$ cat src/rtl/muldiv_pkg.sv
// Shared encodings for the iterative RV32M multiply/divide unit.
package muldiv_pkg;

   localparam logic [2:0] OP_MUL    = 3'b000;
   localparam logic [2:0] OP_MULH   = 3'b001;
   localparam logic [2:0] OP_MULHSU = 3'b010;
   localparam logic [2:0] OP_MULHU  = 3'b011;
   localparam logic [2:0] OP_DIV    = 3'b100;
   localparam logic [2:0] OP_DIVU   = 3'b101;
   localparam logic [2:0] OP_REM    = 3'b110;
   localparam logic [2:0] OP_REMU   = 3'b111;

   localparam logic [1:0] ST_IDLE = 2'd0;
   localparam logic [1:0] ST_CALC = 2'd1;
   localparam logic [1:0] ST_FIN  = 2'd2;

   // Iteration counter must reach N-1 for an N-bit datapath.
   function automatic int cnt_width(input int n);
      return $clog2(n + 1);
   endfunction

   localparam int CNT_W = cnt_width(32);

endpackage

$ cat src/rtl/muldiv_if.sv
// Request/response bundle between the EX stage and the multiply/divide unit.
interface muldiv_if #(parameter int N = 32);

   logic         start;
   logic         flush;
   logic [2:0]   op;
   logic [N-1:0] a;
   logic [N-1:0] b;
   logic         busy;
   logic         done;
   logic [N-1:0] result;

   modport master (output start, flush, op, a, b, input busy, done, result);
   modport slave  (input start, flush, op, a, b, output busy, done, result);

endinterface

$ cat src/rtl/muldiv_unit.sv
// Iterative RV32M multiply/divide: one shift-add or restoring-subtract step per cycle.
// Optional MULDIV_EARLY_OUT_EN: divide-by-zero and signed overflow bypass the iterations.
import muldiv_pkg::*;

module muldiv_unit #(parameter int N = 32) (
   input logic     clk,
   input logic     rst,
   muldiv_if.slave bus
);

   localparam int            CW   = cnt_width(N);
   localparam logic [CW-1:0] LAST = CW'(N - 1);
   localparam logic [N-1:0]  ONE  = {{(N-1){1'b0}}, 1'b1};
   localparam logic [N-1:0]  MINV = {1'b1, {(N-1){1'b0}}};

   logic [1:0]    state_q, state_d;
   logic [CW-1:0] cnt_q, cnt_d;
   logic [2:0]    op_q, op_d;
   logic          neg_q, neg_d;
   logic          special_q, special_d;
   logic          busy_q, busy_d;
   logic          done_q, done_d;
   logic [N-1:0]  result_q, result_d;
   logic [N-1:0]  acc_q, acc_d, mq_q, mq_d, md_q, md_d;

   logic          is_div_s, a_sgn_s, b_sgn_s, a_neg_s, b_neg_s, div0_s, ovf_s;
   logic [N-1:0]  a_abs_s, b_abs_s;
   logic [N:0]    shift_s, add_x_s, add_y_s;
   logic          add_ci_s;
   logic [N+1:0]  add_sum_s;
   logic [N-1:0]  step_acc_s, step_mq_s, q_fix_s, r_fix_s, fin_s;
   logic [2*N-1:0] prod_fix_s;

   assign is_div_s = bus.op[2];
   assign a_sgn_s  = (bus.op != OP_MULHU) && (bus.op != OP_DIVU) && (bus.op != OP_REMU);
   assign b_sgn_s  = a_sgn_s && (bus.op != OP_MULHSU);
   assign a_neg_s  = a_sgn_s & bus.a[N-1];
   assign b_neg_s  = b_sgn_s & bus.b[N-1];
   assign a_abs_s  = a_neg_s ? (~bus.a + ONE) : bus.a;
   assign b_abs_s  = b_neg_s ? (~bus.b + ONE) : bus.b;
   assign div0_s   = is_div_s && (bus.b == {N{1'b0}});
   assign ovf_s    = is_div_s && b_sgn_s && (bus.a == MINV) && (bus.b == {N{1'b1}});

   // Shared N+1-bit adder: product accumulate or trial subtract of the divisor.
   assign shift_s   = {acc_q, mq_q[N-1]};
   assign add_sum_s = {1'b0, add_x_s} + {1'b0, add_y_s} + {{(N+1){1'b0}}, add_ci_s};

   // Adder operand selection and the per-iteration datapath update.
   always_comb begin
      add_x_s    = {1'b0, acc_q};
      add_y_s    = {(N+1){1'b0}};
      add_ci_s   = 1'b0;
      step_acc_s = acc_q;
      step_mq_s  = mq_q;
      if (op_q[2]) begin
         add_x_s  = shift_s;
         add_y_s  = ~{1'b0, md_q};
         add_ci_s = 1'b1;
         if (add_sum_s[N+1]) begin
            step_acc_s = add_sum_s[N-1:0];
            step_mq_s  = {mq_q[N-2:0], 1'b1};
         end else begin
            step_acc_s = shift_s[N-1:0];
            step_mq_s  = {mq_q[N-2:0], 1'b0};
         end
      end else begin
         add_y_s    = mq_q[0] ? {1'b0, md_q} : {(N+1){1'b0}};
         step_acc_s = add_sum_s[N:1];
         step_mq_s  = {add_sum_s[0], mq_q[N-1:1]};
      end
   end

   // Sign correction: {acc,mq} is the product, or remainder/quotient for divides.
   assign prod_fix_s = neg_q ? (~{acc_q, mq_q} + {{(2*N-1){1'b0}}, 1'b1}) : {acc_q, mq_q};
   assign q_fix_s    = neg_q ? (~mq_q + ONE) : mq_q;
   assign r_fix_s    = neg_q ? (~acc_q + ONE) : acc_q;

   // Final result selection by the latched opcode.
   always_comb begin
      case (op_q)
         OP_MUL:                     fin_s = prod_fix_s[N-1:0];
         OP_MULH, OP_MULHSU, OP_MULHU: fin_s = prod_fix_s[2*N-1:N];
         OP_DIV, OP_DIVU:            fin_s = q_fix_s;
         default:                    fin_s = r_fix_s;
      endcase
   end

   // FSM next state, operand capture and result registration.
   always_comb begin
      state_d   = state_q;
      cnt_d     = cnt_q;
      op_d      = op_q;
      neg_d     = neg_q;
      special_d = special_q;
      acc_d     = acc_q;
      mq_d      = mq_q;
      md_d      = md_q;
      done_d    = 1'b0;
      result_d  = result_q;
      case (state_q)
         ST_IDLE: begin
            if (bus.start && !bus.flush) begin
               op_d      = bus.op;
               cnt_d     = {CW{1'b0}};
               special_d = div0_s || ovf_s;
               acc_d     = {N{1'b0}};
               md_d      = is_div_s ? b_abs_s : a_abs_s;
               // Special cases preload the final answer and skip sign correction.
               if (div0_s) begin
                  neg_d = 1'b0;
                  acc_d = bus.a;
                  mq_d  = {N{1'b1}};
               end else if (ovf_s) begin
                  neg_d = 1'b0;
                  mq_d  = MINV;
               end else if (is_div_s) begin
                  neg_d = bus.op[1] ? a_neg_s : (a_neg_s ^ b_neg_s);
                  mq_d  = a_abs_s;
               end else begin
                  neg_d = a_neg_s ^ b_neg_s;
                  mq_d  = b_abs_s;
               end
`ifdef MULDIV_EARLY_OUT_EN
               state_d = (div0_s || ovf_s) ? ST_FIN : ST_CALC;
`else
               state_d = ST_CALC;
`endif
            end else begin
               state_d = ST_IDLE;
            end
         end
         ST_CALC: begin
            if (bus.flush) begin
               state_d = ST_IDLE;
            end else begin
               cnt_d = cnt_q + {{(CW-1){1'b0}}, 1'b1};
               if (!special_q) begin
                  acc_d = step_acc_s;
                  mq_d  = step_mq_s;
               end else begin
                  acc_d = acc_q;
               end
               state_d = (cnt_q == LAST) ? ST_FIN : ST_CALC;
            end
         end
         ST_FIN: begin
            if (bus.flush) begin
               state_d = ST_IDLE;
            end else begin
               result_d = fin_s;
               done_d   = 1'b1;
               state_d  = ST_IDLE;
            end
         end
         default: state_d = ST_IDLE;
      endcase
      busy_d = (state_d != ST_IDLE);
   end

   // Control and output registers.
   always_ff @(posedge clk or posedge rst) begin
      if (rst) begin
         state_q   <= ST_IDLE;
         cnt_q     <= {CW{1'b0}};
         op_q      <= 3'b000;
         neg_q     <= 1'b0;
         special_q <= 1'b0;
         busy_q    <= 1'b0;
         done_q    <= 1'b0;
         result_q  <= {N{1'b0}};
      end else begin
         state_q   <= state_d;
         cnt_q     <= cnt_d;
         op_q      <= op_d;
         neg_q     <= neg_d;
         special_q <= special_d;
         busy_q    <= busy_d;
         done_q    <= done_d;
         result_q  <= result_d;
      end
   end

   // Datapath registers.
   always_ff @(posedge clk or posedge rst) begin
      if (rst) begin
         acc_q <= {N{1'b0}};
         mq_q  <= {N{1'b0}};
         md_q  <= {N{1'b0}};
      end else begin
         acc_q <= acc_d;
         mq_q  <= mq_d;
         md_q  <= md_d;
      end
   end

   assign bus.busy   = busy_q;
   assign bus.done   = done_q;
   assign bus.result = result_q;

endmodule

$ cat src/flat_wrapper.sv
// flat-port wrapper written by rule: the top's interface ports become plain ports
module muldiv_unit_flat 
#(parameter int N = 32)
  (clk, rst, bus_start, bus_flush, bus_op, bus_a, bus_b, bus_busy, bus_done, bus_result);
  muldiv_if #(.N(N)) bus_i ();
  input logic clk;
  input logic rst;
  input wire logic [$bits(bus_i.start)-1:0] bus_start;
  input wire logic [$bits(bus_i.flush)-1:0] bus_flush;
  input wire logic [$bits(bus_i.op)-1:0] bus_op;
  input wire logic [$bits(bus_i.a)-1:0] bus_a;
  input wire logic [$bits(bus_i.b)-1:0] bus_b;
  output wire logic [$bits(bus_i.busy)-1:0] bus_busy;
  output wire logic [$bits(bus_i.done)-1:0] bus_done;
  output wire logic [$bits(bus_i.result)-1:0] bus_result;
  assign bus_i.start = bus_start;
  assign bus_i.flush = bus_flush;
  assign bus_i.op = bus_op;
  assign bus_i.a = bus_a;
  assign bus_i.b = bus_b;
  assign bus_busy = bus_i.busy;
  assign bus_done = bus_i.done;
  assign bus_result = bus_i.result;
  muldiv_unit #(.N(N)) u_core (.clk(clk), .rst(rst), .bus(bus_i));
endmodule
$ cat config.mk
export PLATFORM = sky130hd
export DESIGN_NAME = muldiv_unit_flat
export DESIGN_NICKNAME = d
export VERILOG_FILES = /design/src/rtl/muldiv_pkg.sv /design/src/rtl/muldiv_if.sv /design/src/rtl/muldiv_unit.sv /design/src/flat_wrapper.sv
export SDC_FILE = /design/constraint.sdc
export NUM_CORES = 1
export LEC_CHECK = 0
export CORE_UTILIZATION = 36
export DETAILED_ROUTE_END_ITERATION = 12
export GPL_TIMING_DRIVEN = 0
export MAX_ROUTING_LAYER = met4
export PLACE_DENSITY = 0.59
export RECOVER_POWER = 100
export SYNTH_ARGS = -nofsm -noshare
export SYNTH_HDL_FRONTEND = slang
export SYNTH_SLANG_ARGS = --single-unit
$ cat constraint.sdc
create_clock -name clk -period 10.36 [get_ports clk]
set_input_delay 2.59 -clock clk [delete_from_list [all_inputs] [get_ports clk]]
set_output_delay 2.59 -clock clk [all_outputs]
set_load 0.02 [all_outputs]
==> results.sh <==
export IMPL_num_nets_final=2106
export IMPL_die_area_um2=39600
export IMPL_port_buffers=102
export IMPL_outcome="complete, but fails checks"
export IMPL_end_kind="register"
export IMPL_worstMarginPinSlew_ns=2.49
export IMPL_synthCells=1874
export IMPL_grt_pass1_wl_um=102000
export IMPL_cts_hold_buf=0
export IMPL_synth_cell_types=85
export IMPL_htreeDepth=4
export IMPL_dp_hpwl_um=55800
export IMPL_clkTransAtPathRegs_ns=0.07
export IMPL_vias=15800
export IMPL_drv_slew=74
export IMPL_ioPinCount=105
export IMPL_crit_path_start_kind="register"
export IMPL_finalHoldViolations=0
export IMPL_finalPower_uw=3990
export IMPL_p_leak_uw=0.00618
export IMPL_fp_coreArea_um2=37900
export IMPL_die_x_um=199
export IMPL_ir_drop_mv=0.145
export IMPL_first_global_vias=14700
export IMPL_rsz0062_at_grt="false"
export IMPL_cp_max_fo=10
export IMPL_die_h_um=199
export IMPL_yosysWarnings=0
export IMPL_fin_hold_ws_ns=0.473
export IMPL_power_density_nw_per_um2=247
export IMPL_antenna_found_initial=0
export IMPL_drtIter0Drc=1555
export IMPL_final_common_cell="nand2_1"
export IMPL_max_slew_margin=-0.670
export IMPL_wl_per_cell_um=27.6
export IMPL_clock_latency_ns=0.47
export IMPL_cts_tree="built"
export IMPL_diodes=0
export IMPL_synth_edf_count=0
export IMPL_setup_violations=0
export IMPL_cp_buffers_inverters=6
export IMPL_finalCritPeriodShare=0.715
export IMPL_syn_area_um2=14000
export IMPL_area_growth_pct=15.6
export IMPL_avgSynthCellArea_um2=7.46
export IMPL_via_per_inst=6.26
export IMPL_wirelength_um=69500
export IMPL_cts_setup_buffers=0
export IMPL_grt_max_degree=93
export IMPL_drc=0
export IMPL_clock_skew_final_ns=0.0150
export IMPL_syn_nets=1984
export IMPL_fmax_ghz=0.135
export IMPL_mostFrequentLayoutCells="nand2_1, o21ai_0, a21oi_1"
export IMPL_postRouteAntennaNets=0
export IMPL_worst_hold_path_type="reg -> reg"
export IMPL_ys_ff_latch=143
export IMPL_arrival_ns=7.72
export IMPL_drive_gt1_frac=0.0528
export IMPL_fin_setup_tns_ns=0
export IMPL_crit_top_cell="clkbuf_1"
export IMPL_fill_cells=4067
export IMPL_yosys_most_used_dff="dfrtp_1"
export IMPL_crit_type="reg -> reg"
export IMPL_crit_required_ns=10.67
export IMPL_numCtsBuffers=17
export IMPL_start_util=0.369
export IMPL_crit_family="buffers and inverters"
export IMPL_cts_repair_resized=0
export IMPL_cts_sinks=143
export IMPL_violations="capacitance limit, slew limit"
export IMPL_cap_violations=3
export IMPL_gp_congestion=1.01
export IMPL_grt_usage=0.366
export IMPL_dr_pass1_iters=5
export IMPL_period_needed_ns=7.41
export IMPL_ctsLongestPathBuffers=2
export IMPL_clockRootBuffer="clkbuf_16"
export IMPL_cpMaxStageDelayCell="a2111oi_0"
export IMPL_num_rows=71
export IMPL_cpPeakStageDelay_ns=0.79
export IMPL_grt_ovfl_total=0
export IMPL_async_flop_share=1.00
export IMPL_yosysSeqAreaShare=0.256
export IMPL_worstPathCellList="clkbuf_1 > clkbuf_1 > clkbuf_1 > clkbuf_1 > mux2_1 > ha_1 > clkbuf_1 > a21oi_1 > o211ai_1 > a22o_1 > a2111oi_0 > nor2_1 > nor2_1 > clkbuf_1 > a21oi_1 > a311oi_1"
## layout make-up
| class | count | area [µm²] | share of cell area |
|---|---|---|---|
| Clock buffer | 21 | 440 | 0.0272 |
| Buffer | 155 | 592 | 0.0366 |
| Sequential cell | 143 | 3580 | 0.221 |
| Inverter | 36 | 136 | 0.00843 |
| Clock inverter | 11 | 109 | 0.00673 |
| Multi-Input combinational cell | 1540 | 9630 | 0.595 |
| Tap cell | 511 | 639 | 0.0395 |
| Timing Repair Buffer | 103 | 1050 | 0.0648 |
## worst reg2reg max path, stage by stage (launching register included)
cell,delay [ns]
dfrtp_1,0.32
clkbuf_1,0.20
clkbuf_1,0.68
clkbuf_1,0.73
clkbuf_1,0.60
mux2_1,0.44
ha_1,0.29
clkbuf_1,0.24
a21oi_1,0.43
o211ai_1,0.15
a22o_1,0.24
a2111oi_0,0.79
nor2_1,0.17
nor2_1,0.79
clkbuf_1,0.59
a21oi_1,0.21
a311oi_1,0.41
## power by group
group	leakage [µW]	internal, µW	switching, µW	total [µW]
registers	0.00181	683	131	814
logic	0.00410	847	1710	2560
clock network	0.000266	333	289	622
## kinds of logic after synthesis
family / after synthesis / synth area share
flops: 143 / 0.256
fa+ha+maj: 39 / 0.0360
mux: 75 / 0.0572
compound gates: 630 / 0.282
xor+xnor: 151 / 0.0945
simple gates: 645 / 0.221
buf+inv: 191 / 0.0528
## path summary, 6_finish.rpt
kind | start | endpoint | slack [ns] | cells after the start
min | u_core.bus.result[5] | u_core.bus.result[5] | 0.47 | 2
max reg2reg | u_core.op_q[2] | u_core.acc_q[9] | 2.95 | 16
max in group asynchronous | rst | u_core.acc_q[16] | 5.79 | 3
min reg2reg | u_core.bus.result[5] | u_core.bus.result[5] | 0.47 | 2
min in group asynchronous | rst | u_core.bus.result[15] | 3.27 | 2
max | u_core.op_q[2] | u_core.acc_q[9] | 2.95 | 16
## layer usage
layer  part of all wire  routed length (µm)  track usage  up-vias
li1                   -                   -            -     7109
met1               0.42               29000        0.469     7605
met2               0.45               31200        0.561      883
met3              0.077                5340       0.0476      183
met4              0.058                4050        0.195        0
met5                  0                   0            -        -
## flip-flops by register name, summed over array words and instances, names as in the netlist
signal             flops
u_core.acc_q          32
u_core.bus.result     32
u_core.md_q           32
u_core.mq_q           32
u_core.cnt_q           6
u_core.op_q            3
u_core.state_q         2
u_core.bus.busy        1
u_core.bus.done        1
u_core.neg_q           1
u_core.special_q       1
## synthesized netlist by cell type (14+ instances only)
cell type,number,share of area
nand2_1,248,0.067
a21oi_1,176,0.063
o21ai_0,174,0.062
nor2_1,156,0.042
dfrtp_1,143,0.26
clkbuf_1,131,0.035
xnor2_1,86,0.054
xor2_1,65,0.041
nor3_1,58,0.021
mux2_2,39,0.031
ha_1,37,0.033
mux2i_1,36,0.026
inv_1,34,0.0091
nand3_1,34,0.012
a31oi_1,32,0.014
o22ai_1,28,0.013
o31ai_1,27,0.014
or3_1,23,0.010
a211oi_1,21,0.011
nand4_1,21,0.0094
o211ai_1,19,0.010
nor4_1,17,0.0076
o41ai_1,17,0.011
o221ai_1,14,0.0088
or4_1,14,0.0075
## metrics by stage
step / cells / setup slack [ns] / utilization / cell area (µm²)
after floorplan: 1874 / 3.93 / - / 14000
after global placement: 2487 / 1.57 / 0.413 / 15600
after detailed placement: 2488 / 3.60 / 0.413 / 15700
after CTS: 2520 / 3.60 / 0.428 / 16200
after global routing: 2520 / 2.63 / 0.426 / 16200
final: 2520 / 2.95 / 0.426 / 16200
Note: power is estimated with default switching activity, not from simulation.
